==> src/rtl/bit_count_pkg.sv <==
// Shared constants for the bit-statistics engine: count modes and FSM state encodings.
package bit_count_pkg;

  localparam logic [1:0] MODE_ZEROS = 2'b00;
  localparam logic [1:0] MODE_ONES  = 2'b01;
  localparam logic [1:0] MODE_LZ    = 2'b10;
  localparam logic [1:0] MODE_TZ    = 2'b11;

  typedef enum logic [1:0] {
    ST_IDLE = 2'b00,
    ST_BUSY = 2'b01,
    ST_DONE = 2'b10
  } state_t;

endpackage

==> src/rtl/bit_count_engine_chunk_counter.sv <==
// Combinational per-chunk statistic: zeros, ones, leading or trailing zeros of one chunk,
// plus a flag telling whether the chunk holds any set bit.
module chunk_counter
  import bit_count_pkg::*;
#(
  parameter int CHUNK_W = 8
) (
  input  logic [CHUNK_W-1:0]           chunk,
  input  logic [1:0]                   mode,
  output logic [$clog2(CHUNK_W+1)-1:0] cnt,
  output logic                         has_one
);

  localparam int CW = $clog2(CHUNK_W + 1);

  logic [CW-1:0] ones;
  logic [CW-1:0] lz;
  logic [CW-1:0] tz;

  always_comb begin
    ones = '0;
    lz   = CW'(CHUNK_W);
    tz   = CW'(CHUNK_W);
    // Ascending scan: the highest set bit is the last to overwrite lz.
    for (int i = 0; i < CHUNK_W; i++) begin
      ones = ones + CW'(chunk[i]);
      if (chunk[i]) lz = CW'(CHUNK_W - 1 - i);
    end
    for (int i = CHUNK_W - 1; i >= 0; i--) begin
      if (chunk[i]) tz = CW'(i);
    end
  end

  always_comb begin
    cnt = '0;
    unique case (mode)
      MODE_ZEROS: cnt = CW'(CHUNK_W) - ones;
      MODE_ONES:  cnt = ones;
      MODE_LZ:    cnt = lz;
      MODE_TZ:    cnt = tz;
      default:    cnt = '0;
    endcase
  end

  assign has_one = |chunk;

endmodule

==> src/rtl/bit_count_engine.sv <==
// Multi-cycle bit-statistics engine: takes a DATA_W word over valid/ready, scans it
// CHUNK_W bits per cycle and returns a zero/one/leading-zero/trailing-zero count.
//
//   state   | meaning
//   IDLE    | in_ready=1, waiting for a word
//   BUSY    | scanning chunk idx 0..NCHUNK-1, in_ready=0
//   DONE    | first cycle loads the output register, then out_valid=1 until out_ready
module bit_count_engine
  import bit_count_pkg::*;
#(
  parameter int DATA_W  = 32,
  parameter int CHUNK_W = 8
) (
  input  logic                        clk,
  input  logic                        rst_n,
  input  logic                        in_valid,
  output logic                        in_ready,
  input  logic [DATA_W-1:0]           in_data,
  input  logic [1:0]                  in_mode,
  output logic                        out_valid,
  input  logic                        out_ready,
  output logic [$clog2(DATA_W+1)-1:0] out_count,
  output logic [1:0]                  out_mode
);

  localparam int NCHUNK = DATA_W / CHUNK_W;
  localparam int CNT_W  = $clog2(DATA_W + 1);
  localparam int CCW    = $clog2(CHUNK_W + 1);
  localparam int IDX_W  = (NCHUNK > 1) ? $clog2(NCHUNK) : 1;
  localparam logic [IDX_W-1:0] LAST_IDX = IDX_W'(NCHUNK - 1);

  if ((DATA_W % CHUNK_W) != 0 || CHUNK_W > DATA_W) begin : g_cfg_err
    $error("bit_count_engine: DATA_W must be a positive multiple of CHUNK_W");
  end

  state_t             state_q;
  state_t             state_d;
  logic [DATA_W-1:0]  data_q;
  logic [1:0]         mode_q;
  logic [IDX_W-1:0]   idx_q;
  logic [CNT_W-1:0]   acc_q;
  logic               found_q;
  logic               out_valid_q;

  logic [CHUNK_W-1:0] chunks [NCHUNK];
  logic [IDX_W-1:0]   sel;
  logic [CCW-1:0]     chunk_cnt;
  logic               chunk_has_one;
  logic [CNT_W-1:0]   acc_step;
  logic               found_step;
  logic               last;

  for (genvar g = 0; g < NCHUNK; g++) begin : g_chunks
    assign chunks[g] = data_q[g*CHUNK_W +: CHUNK_W];
  end

  // Leading-zero scans walk from the MSB chunk downward.
  assign sel  = (mode_q == MODE_LZ) ? (LAST_IDX - idx_q) : idx_q;
  assign last = (idx_q == LAST_IDX);

  chunk_counter #(.CHUNK_W(CHUNK_W)) u_chunk_counter (
    .chunk   (chunks[sel]),
    .mode    (mode_q),
    .cnt     (chunk_cnt),
    .has_one (chunk_has_one)
  );

  always_comb begin
    acc_step   = acc_q;
    found_step = found_q;
    if (mode_q == MODE_ZEROS || mode_q == MODE_ONES) begin
      acc_step = acc_q + CNT_W'(chunk_cnt);
    end else if (!found_q) begin
      acc_step   = acc_q + CNT_W'(chunk_cnt);
      found_step = chunk_has_one;
    end
  end

  always_ff @(posedge clk) begin
    if (!rst_n) state_q <= ST_IDLE;
    else        state_q <= state_d;
  end

  always_comb begin
    state_d  = state_q;
    in_ready = 1'b0;
    unique case (state_q)
      ST_IDLE: begin
        in_ready = 1'b1;
        if (in_valid) state_d = ST_BUSY;
      end
      ST_BUSY: if (last) state_d = ST_DONE;
      ST_DONE: if (out_valid_q && out_ready) state_d = ST_IDLE;
      default: state_d = ST_IDLE;
    endcase
  end

  always_ff @(posedge clk) begin
    if (!rst_n) begin
      data_q      <= '0;
      mode_q      <= '0;
      idx_q       <= '0;
      acc_q       <= '0;
      found_q     <= 1'b0;
      out_valid_q <= 1'b0;
      out_count   <= '0;
      out_mode    <= '0;
    end else begin
      unique case (state_q)
        ST_IDLE: begin
          if (in_valid) begin
            data_q  <= in_data;
            mode_q  <= in_mode;
            idx_q   <= '0;
            acc_q   <= '0;
            found_q <= 1'b0;
          end
        end
        ST_BUSY: begin
          acc_q   <= acc_step;
          found_q <= found_step;
          idx_q   <= last ? '0 : idx_q + 1'b1;
        end
        ST_DONE: begin
          // Result is published once and then held until the consumer takes it.
          if (!out_valid_q) begin
            out_valid_q <= 1'b1;
            out_count   <= acc_q;
            out_mode    <= mode_q;
          end else if (out_ready) begin
            out_valid_q <= 1'b0;
          end
        end
        default: ;
      endcase
    end
  end

  assign out_valid = out_valid_q;

endmodule

==> config.mk <==
export PLATFORM = sky130hd
export DESIGN_NAME = bit_count_engine
export DESIGN_NICKNAME = d
export VERILOG_FILES = /design/src/rtl/bit_count_pkg.sv /design/src/rtl/bit_count_engine_chunk_counter.sv /design/src/rtl/bit_count_engine.sv
export SDC_FILE = /design/constraint.sdc
export NUM_CORES = 1
export LEC_CHECK = 0
export CAP_MARGIN = 20
export CORE_MARGIN = 5
export CORE_UTILIZATION = 45
export DETAILED_ROUTE_END_ITERATION = 12
export HOLD_SLACK_MARGIN = 0.15
export PLACE_DENSITY_LB_ADDON = 0.15
export REMOVE_ABC_BUFFERS = 1
export SKIP_LAST_GASP = 1
export SLEW_MARGIN = 20
export SYNTH_ARGS = -nofsm -noshare
export SYNTH_HDL_FRONTEND = slang
export SYNTH_HIERARCHICAL = 1
export SYNTH_SLANG_ARGS = --single-unit
==> constraint.sdc <==
create_clock -name clk -period 7.5 [get_ports clk]
set_clock_uncertainty 0.15 [all_clocks]
set_input_delay 1.125 -clock clk [delete_from_list [all_inputs] [get_ports clk]]
set_output_delay 1.125 -clock clk [all_outputs]
set_load 0.02 [all_outputs]
==> results of run 1 <==
[area by class of cell]
type,count,area [um^2],share of cell area
Sequential cell,54,1080,0.316
Tap cell,75,93.8,0.0275
Timing Repair Buffer,50,493,0.144
Inverter,17,63.8,0.0187
Clock buffer,6,72.6,0.0212
Multi-Input combinational cell,240,1600,0.467
Clock inverter,2,16.3,0.00476
[kinds of logic after synthesis]
| kind of cell | count (synthesis) | synth area share |
|---|---|---|
| compound gates | 75 | 0.158 |
| xor+xnor | 5 | 0.0289 |
| fa+ha+maj | 16 | 0.0846 |
| buf+inv | 32 | 0.0476 |
| flops | 54 | 0.385 |
| mux | 18 | 0.100 |
| simple gates | 126 | 0.196 |
[final timing paths]
path | startpoint | to | slack [ps] | depth (start not counted)
worst max register to register | mode_q[0] | acc_q[5] | 1270 | 19
worst max-delay path | mode_q[0] | acc_q[5] | 1270 | 19
worst min register to register | data_q[25] | data_q[25] | 310 | 2
worst min-delay path | data_q[25] | data_q[25] | 310 | 2
[flip-flops by register name (all words and copies together), names as in the netlist]
name,count
out_valid,1
state_q,2
out_mode,2
mode_q,2
idx_q,2
acc_q,6
data_q,32
found_q,1
out_count,6
[cells in the mapped netlist, types with 2 or more instances]
library cell,n,area share
nand3_1,5,0.0089
and2_1,2,0.0044
xnor2_4,2,0.020
a211oi_1,3,0.0080
ha_1,11,0.049
mux4_2,8,0.064
o211ai_1,2,0.0053
a22oi_1,3,0.0080
clkbuf_1,5,0.0067
inv_1,17,0.023
xor2_1,2,0.0062
mux2i_1,9,0.032
buf_1,3,0.0040
nor2_1,24,0.032
a21oi_1,45,0.080
nand2b_1,4,0.0089
fa_1,5,0.036
dfxtp_1,54,0.38
nand2_1,77,0.10
nor3_1,2,0.0036
or3_1,2,0.0044
nor2b_1,2,0.0044
a21o_1,3,0.0080
buf_2,6,0.011
o21ai_0,7,0.012
[worst min-delay path: stages, from the launching register on]
cell     delay (ps)
dfxtp_1         320
nand2_1          50
a21oi_1          50
[report_power, final]
group	total (mW)	internal [mW]	switching, mW
registers	0.321	0.305	0.0165
clock network	0.166	0.0673	0.0982
logic	0.264	0.127	0.137
total	0.751	0.500	0.251
[cell usage in the layout (no fill, tap or decap), types with 2 or more instances in the layout]
| cell | synthesis | final |
|---|---|---|
| o21ai_0 | 7 | 7 |
| inv_1 | 17 | 17 |
| nand2_1 | 77 | 77 |
| nor2_1 | 24 | 24 |
| a22oi_1 | 3 | 3 |
| nor3_1 | 2 | 2 |
| xor2_1 | 2 | 2 |
| fa_1 | 5 | 5 |
| a21o_1 | 3 | 3 |
| dfxtp_1 | 54 | 54 |
| a211oi_1 | 3 | 3 |
| ha_1 | 11 | 11 |
| or3_1 | 2 | 2 |
| xnor2_4 | 2 | 2 |
| nor2b_1 | 2 | 2 |
| nand2b_1 | 4 | 4 |
| and2_1 | 2 | 2 |
| o211ai_1 | 2 | 2 |
| a21oi_1 | 45 | 45 |
| mux4_2 | 8 | 8 |
| clkbuf_8 | 0 | 5 |
| mux2i_1 | 9 | 9 |
| nand3_1 | 5 | 5 |
| clkdlybuf4s50_1 | 0 | 47 |
| buf_4 | 0 | 3 |
[layer usage]
| metal | GRT usage | routed length, um | part of all wire | up-vias |
|---|---|---|---|---|
| met2 | 0.257 | 2770 | 0.46 | 44 |
| li1 | - | - | - | 1199 |
| met1 | 0.222 | 2900 | 0.48 | 1020 |
| met3 | 0.0350 | 279 | 0.046 | 9 |
| met5 | 0 | 0 | 0 | - |
| met4 | 0.0433 | 68 | 0.011 | 0 |
[through the flow]
| stage | worst slack, ps | cells | hold WS, ps | utilization |
|---|---|---|---|---|
| 3_5_place_dp | 1240 | 436 | 297 | 0.556 |
| 6_report | 1270 | 444 | 308 | 0.570 |
| 5_1_grt | 913 | 444 | 328 | 0.570 |
| 3_3_place_gp | 1350 | 436 | 294 | 0.556 |
| 4_1_cts | 1240 | 444 | 312 | 0.570 |
| 2_1_floorplan | 1610 | 311 | 283 | - |
==> reports/metrics.yaml, run 1 <==
routing:
  drc: 0
  ant_nets: 0
  vias: 2272
  first_iter_violations: 100
  dr.pass1.iters: 4
  drt_wl_total_um: 6010
  wl_per_cell_um: 13.5
  routed_via_density: 5.12
finish:
  drive_above_1_share: 0.0705
  nNetsFinal: 422
  area_delta_synth_final_pct: 21.5
  final_area_um2: 3420
  fill_cells: 540
  antennaDiodeCount: 0
yosys:
  synth_seq_area_share: 0.385
  yosys.cell_types.count: 48
  syn_area_um2: 2810
  ys_async_sr_fraction: 0
  synth_edf_count: 0
  syn_avg_cell_area_um2: 8.62
  synth_cells: 326
  ys_warn_count: 6
  synth-main-ff-cell: "dfxtp_1"
  synth_seq_cells: 54
clock_tree:
  cts_resized: 0
  ctsHoldBuffers: 0
  cts_num_sinks: 54
  clk_latency_ps: 310
  numCtsBuffers: 5
  clockBufferDepth: 2
  cts_tree: "done"
  cts_root_buffer: "clkbuf_8"
  cts.clk_slew.worst_paths_ps: 100
  h-tree-depth: 2
  post_cts_buffers: 0
global_route:
  antenna_found_initial: 0
  grt_max_degree: 36
  grt_pass1_vias: 2062
  grtUsageTotal: 0.161
  grt_pass1_wl_um: 10100
  overflow: 0
timing:
  slew_headroom: 0.603
  setup_viol: 0
  rsz0062_at_grt: "no"
  fmax_mhz: 160
  finalSetupTns_ps: 0
  worstMarginPinSlew_ps: 594
  finalHoldViolations: 0
  fin_crit_sh: 0.831
  fin_crit_ps: 6230
  drv_slew: 0
setup_path:
  crit_family: "adder cells"
  path_max_fanout: 14
  critPathArrivalTime_ps: 6290
  worst_path_most_repeated_cell: "fa_1"
  crit_type: "register to register"
  cp.buffers_inverters: 3
  critPathSlowestCell: "mux4_2"
  max_stage_delay_ps: 650
  cp-start-kind: "register"
  crit_path_end_kind: "register"
  critPathRequiredTime_ps: 7560
  crit_chain: "and2b_4 -> xnor2_4 -> mux4_2 -> fa_1 -> inv_1 -> fa_1 -> fa_1 -> inv_1 -> ha_1 -> inv_1 -> fa_1 -> ha_1 -> or3_1 -> o31a_1 -> ha_1 -> a211oi_1 -> nor2_1 -> o211ai_1 -> mux2_2"
floorplanning:
  die_y_um: 89.0
  io_pins: 48
  core-area_um2: 5990
  fp-row-count: 28
  initial_utilization: 0.469
  die_w_um: 89.0
  die_area_um2: 7930
place:
  dp_hpwl_um: 4490
  place.gp.congestion: 0.882
  place_area_um2: 3330
  port_buffers: 47
pwr:
  peakVddDrop_uv: 85.1
  power-per-cell-area_nw_per_um2: 220
  totalPowerFinal_mw: 0.751
  p_leak_nw: 1.30
job:
  cap_violations: 0
outcome:
  status: "finished clean"
min_path:
  hold_class: "register to register"
No activity file was read; power rests on OpenSTA's default activity.
==> inputs of run 2 (changes only) <==
Clock period 7.5 ns to 6.2 ns, I/O delays scaled along.
==> reports/metrics.yaml, run 2 (same netlist as run 1, synthesis figures left out) <==
setup_path:
  crit_start: "mode_q[0]"
  critPathSlowestCell: "mux4_2"
  cp-start-kind: "register"
  reg2reg_slack_ps: 270  # -1000 ps
  path_max_fanout: 8  # -6
  critPathRequiredTime_ps: 6260  # -1300 ps
  setup.worst_path.end: "acc_q[5]"
  critPathArrivalTime_ps: 5990  # -300 ps
  worst_path_most_repeated_cell: "fa_1"
  r2r_start: "mode_q[0]"
  max_stage_delay_ps: 640  # about the same
  r2r_cells: 19  # unchanged
  crit_path_end_kind: "register"
  crit_type: "register to register"
  crit_chain: "and2b_4 -> xnor2_4 -> mux4_2 -> fa_1 -> inv_1 -> fa_1 -> fa_1 -> inv_1 -> ha_1 -> inv_1 -> fa_1 -> ha_1 -> or3_1 -> o31a_1 -> ha_1 -> a211oi_1 -> nor2_1 -> o211ai_1 -> mux2_2"
  reg2reg_to: "acc_q[5]"
routing:
  wl_per_cell_um: 13.8  # +2.2%
  ant_nets: 0  # unchanged
  dr.pass1.iters: 6  # +2
  drt_wl_total_um: 6180  # +2.7%
  first_iter_violations: 104  # +4.0%
  routed_via_density: 5.21  # +1.8%
  drc: 0  # unchanged
  vias: 2323  # +2.2%
timing:
  fin_crit_ps: 5930  # -297 ps
  finalSetupTns_ps: 0  # unchanged
  rsz0062_at_grt: "no"
  finalHoldViolations: 0  # unchanged
  fmax_mhz: 169  # +5.0%
  slew_headroom: 0.643  # +0.0400
  worstMarginPinSlew_ps: 522  # -72.9 ps
  worst_slack_ps: 266  # -1000 ps
  setup_viol: 0  # unchanged
  fin_crit_sh: 0.957  # +0.126
  drv_slew: 0  # unchanged
clock_tree:
  numCtsBuffers: 5  # unchanged
  clk_latency_ps: 300  # about the same
  post_cts_buffers: 0  # unchanged
  cts_resized: 0  # unchanged
  h-tree-depth: 2  # unchanged
  ctsHoldBuffers: 0  # unchanged
  cts_tree: "done"
  cts.clk_slew.worst_paths_ps: 100  # about the same
  cts_root_buffer: "clkbuf_8"
  clockBufferDepth: 2  # unchanged
  cts_num_sinks: 54  # unchanged
pwr:
  switching_share: 0.334  # -0.000378
  p_int_mw: 0.606  # +21%
  p_leak_nw: 1.31  # +1.1%
  p_comb_frac: 0.358  # +0.007
  peakVddDrop_uv: 120  # +41%
  power-per-cell-area_nw_per_um2: 265  # +21%
  power_frac_clock: 0.218  # -0.002
  power_frac_seq: 0.424  # -0.004
  p_sw_mw: 0.304  # +21%
job:
  cap_violations: 0  # unchanged
place:
  dp_slack_ps: 201  # -1040 ps
  place_area_um2: 3340  # +0.45%
  place.gp.congestion: 0.861  # -2.4%
  dp.cells: 438  # +0.46%
  port_buffers: 47  # unchanged
  dp_hpwl_um: 4730  # +5.2%
finish:
  fill_cells: 577  # +6.9%
  drive_above_1_share: 0.0755  # +0.00501
  largest_reg_flops: 32  # unchanged
  multiInputGateArea_um2: 1600  # unchanged
  reg_top3: "data_q (32), acc_q (6), out_count (6)"
  final_area_um2: 3430  # +0.37%
  largest-register: "data_q"
  antennaDiodeCount: 0  # unchanged
  area_delta_synth_final_pct: 22.0
  ff_latch_area_um2: 1080  # unchanged
  final_cell_mix: "nand2_1, dfxtp_1, clkdlybuf4s50_1, a21oi_1, nor2_1"
  instances_no_fill: 446  # +0.45%
  final_common_cell: "nand2_1"
  nNetsFinal: 424  # +0.47%
floorplanning:
  die_w_um: 89.0  # unchanged
  core-area_um2: 5990  # unchanged
  initial_utilization: 0.469  # unchanged
  die_y_um: 89.0  # unchanged
  die_area_um2: 7930  # unchanged
  io_pins: 48  # unchanged
  fp-row-count: 28  # unchanged
global_route:
  grt_max_degree: 37  # +2.8%
  overflow: 0  # unchanged
  grtUsageTotal: 0.170  # +0.00851
  grt_pass1_wl_um: 10600  # +4.8%
  antenna_found_initial: 0  # unchanged
  grt_pass1_vias: 2296  # +11%
outcome:
  status: "finished clean"
min_path:
  hold_depth: 2  # unchanged
  hold_class: "register to register"
run 2: worst min-delay path by stage:
stage | to | from | slack [ps]
floorplan | data_q[17] | data_q[17] | 280
global placement | data_q[31] | data_q[31] | 290
detailed placement | data_q[11] | data_q[11] | 300
CTS | data_q[11] | data_q[11] | 310
global route | data_q[11] | data_q[11] | 340
finish | data_q[11] | data_q[11] | 310
run 2: layer usage:
layer  track usage  part of all wire  routed length [um]
met5             0                 0                   0
met3        0.0295             0.041                 252
met4        0.0555             0.012                  73
met2         0.281              0.47                2930
met1         0.225              0.47                2920
run 2: final cells by class:
type                            instances  share of cell area
Multi-Input combinational cell        240               0.466
Sequential cell                        54               0.315
Timing Repair Buffer                   52               0.148
Tap cell                               75              0.0274
Clock buffer                            6              0.0212
Inverter                               17              0.0186
Clock inverter                          2             0.00401
run 2: power by group through the flow:
| stage | sequential [mW] | clock (mW) | combinational [mW] |
|---|---|---|---|
| after CTS | 0.387 | 0.206 | 0.326 |
| after global routing | 0.389 | 0.219 | 0.367 |
| final | 0.386 | 0.199 | 0.325 |
| after detailed placement | 0.395 | 0 | 0.326 |
| after global placement | 0.394 | 0 | 0.315 |
| after floorplan | 0.390 | 0 | 0.241 |
run 2: metrics by stage:
step	util	hold slack [ps]	power, mW
5_1_grt	0.572	339	0.975
4_1_cts	0.572	311	0.919
3_3_place_gp	0.558	293	0.709
6_report	0.572	308	0.910
3_5_place_dp	0.558	298	0.720
2_1_floorplan	-	283	0.631
run 2: worst max-delay path, delay by kind of cell, from the launching register on:
kind                     cells  cell delay (ps)
adder cells (fa/ha/maj)      7             2690
multiplexers                 2              990
AND/OR/NAND/NOR              3              610
AO/OA/AOI/OAI                3              530
XOR/XNOR                     1              360
flip-flops                   1              340
buffers and inverters        3              160
==> inputs of run 3 (changes only) <==
Settings changed: CORE_UTILIZATION 45 to 38, MAX_ROUTING_LAYER from default to met4.
==> reports/metrics.yaml, run 3 (same netlist as run 1, synthesis figures left out) <==
outcome:
  status: "finished clean"
finish:
  final_common_cell: "nand2_1"
  reg_top3: "data_q (32), acc_q (6), out_count (6)"
  drive_above_1_share: 0.0782  # +0.00270
  final_util: 0.481  # -0.0916
  instances_no_fill: 470  # +5.4%
  largest-register: "data_q"
  largest_reg_flops: 32  # unchanged
  nNetsFinal: 424  # unchanged
  final_cell_mix: "nand2_1, dfxtp_1, clkdlybuf4s50_1, a21oi_1, nor2_1"
  antennaDiodeCount: 0  # unchanged
  area_delta_synth_final_pct: 23.4
pwr:
  switching_share: 0.330  # -0.00413
  p_comb_frac: 0.355  # -0.003
  peakVddDrop_uv: 90.3  # -25%
  power-per-cell-area_nw_per_um2: 266  # +0.12%
  p_leak_nw: 1.32  # +0.28%
  p_sw_mw: 0.304  # about the same
  power_frac_clock: 0.228  # +0.010
  p_int_mw: 0.617  # +1.9%
  power_frac_seq: 0.417  # -0.007
setup_path:
  crit_path_end_kind: "register"
  path_max_fanout: 8  # unchanged
  crit_type: "register to register"
  cp-start-kind: "register"
  reg2reg_slack_ps: 280  # +20 ps
  critPathArrivalTime_ps: 5980  # about the same
  critPathRequiredTime_ps: 6260  # about the same
floorplanning:
  die_w_um: 96.0  # +7.8%
  die_area_um2: 9220  # +16%
  io_pins: 48  # unchanged
  fp-row-count: 31  # +11%
  die_y_um: 96.0  # +7.8%
  core-area_um2: 7210  # +20%
  initial_utilization: 0.390  # -0.0796
routing:
  route.met3.wl_um: 194  # -23%
  first_iter_violations: 98  # -5.8%
  drt_wl_total_um: 6240  # +1.1%
  routed_via_density: 5.00  # -4.0%
  wl_per_cell_um: 13.3  # -4.1%
  drc: 0  # unchanged
  vias: 2351  # +1.2%
  ant_nets: 0  # unchanged
  met1_length_um: 3080  # +5.5%
  met2_length_um: 2890  # -1.4%
  routed.top_layer: "met4"
  dr.pass1.iters: 4  # -2
timing:
  fin_crit_sh: 0.955  # -0.00245
  drv_slew: 0  # unchanged
  holdWs_ps: 309  # +0.176 ps
  finalSetupTns_ps: 0  # unchanged
  setup_viol: 0  # unchanged
  slew_headroom: 0.585  # -0.0583
  worstMarginPinSlew_ps: 623  # +101 ps
  fin_crit_ps: 5920  # -15.2 ps
  finalHoldViolations: 0  # unchanged
  rsz0062_at_grt: "no"
  fmax_mhz: 169  # +0.26%
global_route:
  overflow: 0  # unchanged
  grt_pass1_vias: 2328  # +1.4%
  grt_pass1_wl_um: 10600  # +0.32%
  grtUsageTotal: 0.150  # -0.0193
  antenna_found_initial: 0  # unchanged
  grt_max_degree: 51  # +38%
clock_tree:
  clockBufferDepth: 2  # unchanged
  clk_latency_ps: 310  # about the same
  post_cts_buffers: 0  # unchanged
  cts_tree: "done"
  cts_resized: 0  # unchanged
  cts.clk_slew.worst_paths_ps: 100  # about the same
  numCtsBuffers: 5  # unchanged
  cts_num_sinks: 54  # unchanged
  cts_root_buffer: "clkbuf_8"
  h-tree-depth: 2  # unchanged
  ctsHoldBuffers: 0  # unchanged
place:
  dp_hpwl_um: 4540  # -3.9%
  dp.cells: 462  # +5.5%
  port_buffers: 47  # unchanged
  place.gp.congestion: 0.791  # -8.1%
min_path:
  hold_class: "register to register"
job:
  cap_violations: 0  # unchanged
==> run 3: cell types whose count changed in the layout (fill, tap and decap cells not counted) <==
cell / previous run / this run
and2_1: 2 / 1
and2_2: 0 / 1
clkbuf_8: 5 / 6
clkinv_2: 1 / 0
clkinv_4: 1 / 0
inv_6: 0 / 1
==> run 3: critical path: stages, from the launching register on <==
cell and delay [ps]:
dfxtp_1 330, and2b_4 220, xnor2_4 330, mux4_2 620, fa_1 550, inv_1 50
fa_1 450, fa_1 490, inv_1 40, ha_1 180, inv_1 70, fa_1 440
ha_1 300, or3_1 300, o31a_1 140, ha_1 310, a211oi_1 220, nor2_1 110
o211ai_1 180, mux2_2 350
==> run 3: power by group through the flow <==
| stage | Sequential, mW | Combinational, mW | Clock (mW) |
|---|---|---|---|
| global route | 0.388 | 0.370 | 0.231 |
| CTS | 0.385 | 0.328 | 0.217 |
| detailed placement | 0.393 | 0.326 | 0 |
| global placement | 0.393 | 0.318 | 0 |
| finish | 0.385 | 0.327 | 0.210 |
| floorplan | 0.390 | 0.241 | 0 |
==> run 3: routing by layer <==
layer / GRT usage / up-vias
met5: - / -
met4: 0.0427 / 0
met3: 0.0266 / 6
met2: 0.239 / 42
met1: 0.196 / 1107
li1: - / 1196
==> run 3: cell type report <==
class | count | area [um^2]
tap | 99 | 124
inverter | 17 | 63.8
clock buffer | 7 | 86.3
timing repair buffer | 52 | 508
fill | 735 | 3740
sequential | 54 | 1080
multi-input combinational | 240 | 1600
clock inverter | 1 | 8.76
==> run 3: path summary, 6_finish.rpt <==
| check | start | to | cells after the start |
|---|---|---|---|
| setup / recovery | mode_q[0] | acc_q[5] | 19 |
| hold / removal | data_q[24] | data_q[24] | 2 |
| setup reg to reg | mode_q[0] | acc_q[5] | 19 |
| hold reg to reg | data_q[24] | data_q[24] | 2 |
==> run 3: metrics by stage <==
step / worst slack, ps / total power, mW / instance area, um^2
after detailed placement: 287 / 0.720 / 3370
final: 281 / 0.922 / 3470
after floorplan: 308 / 0.631 / 2740
after global placement: 385 / 0.711 / 3370
after global routing: 46.2 / 0.989 / 3470
after CTS: 288 / 0.930 / 3470
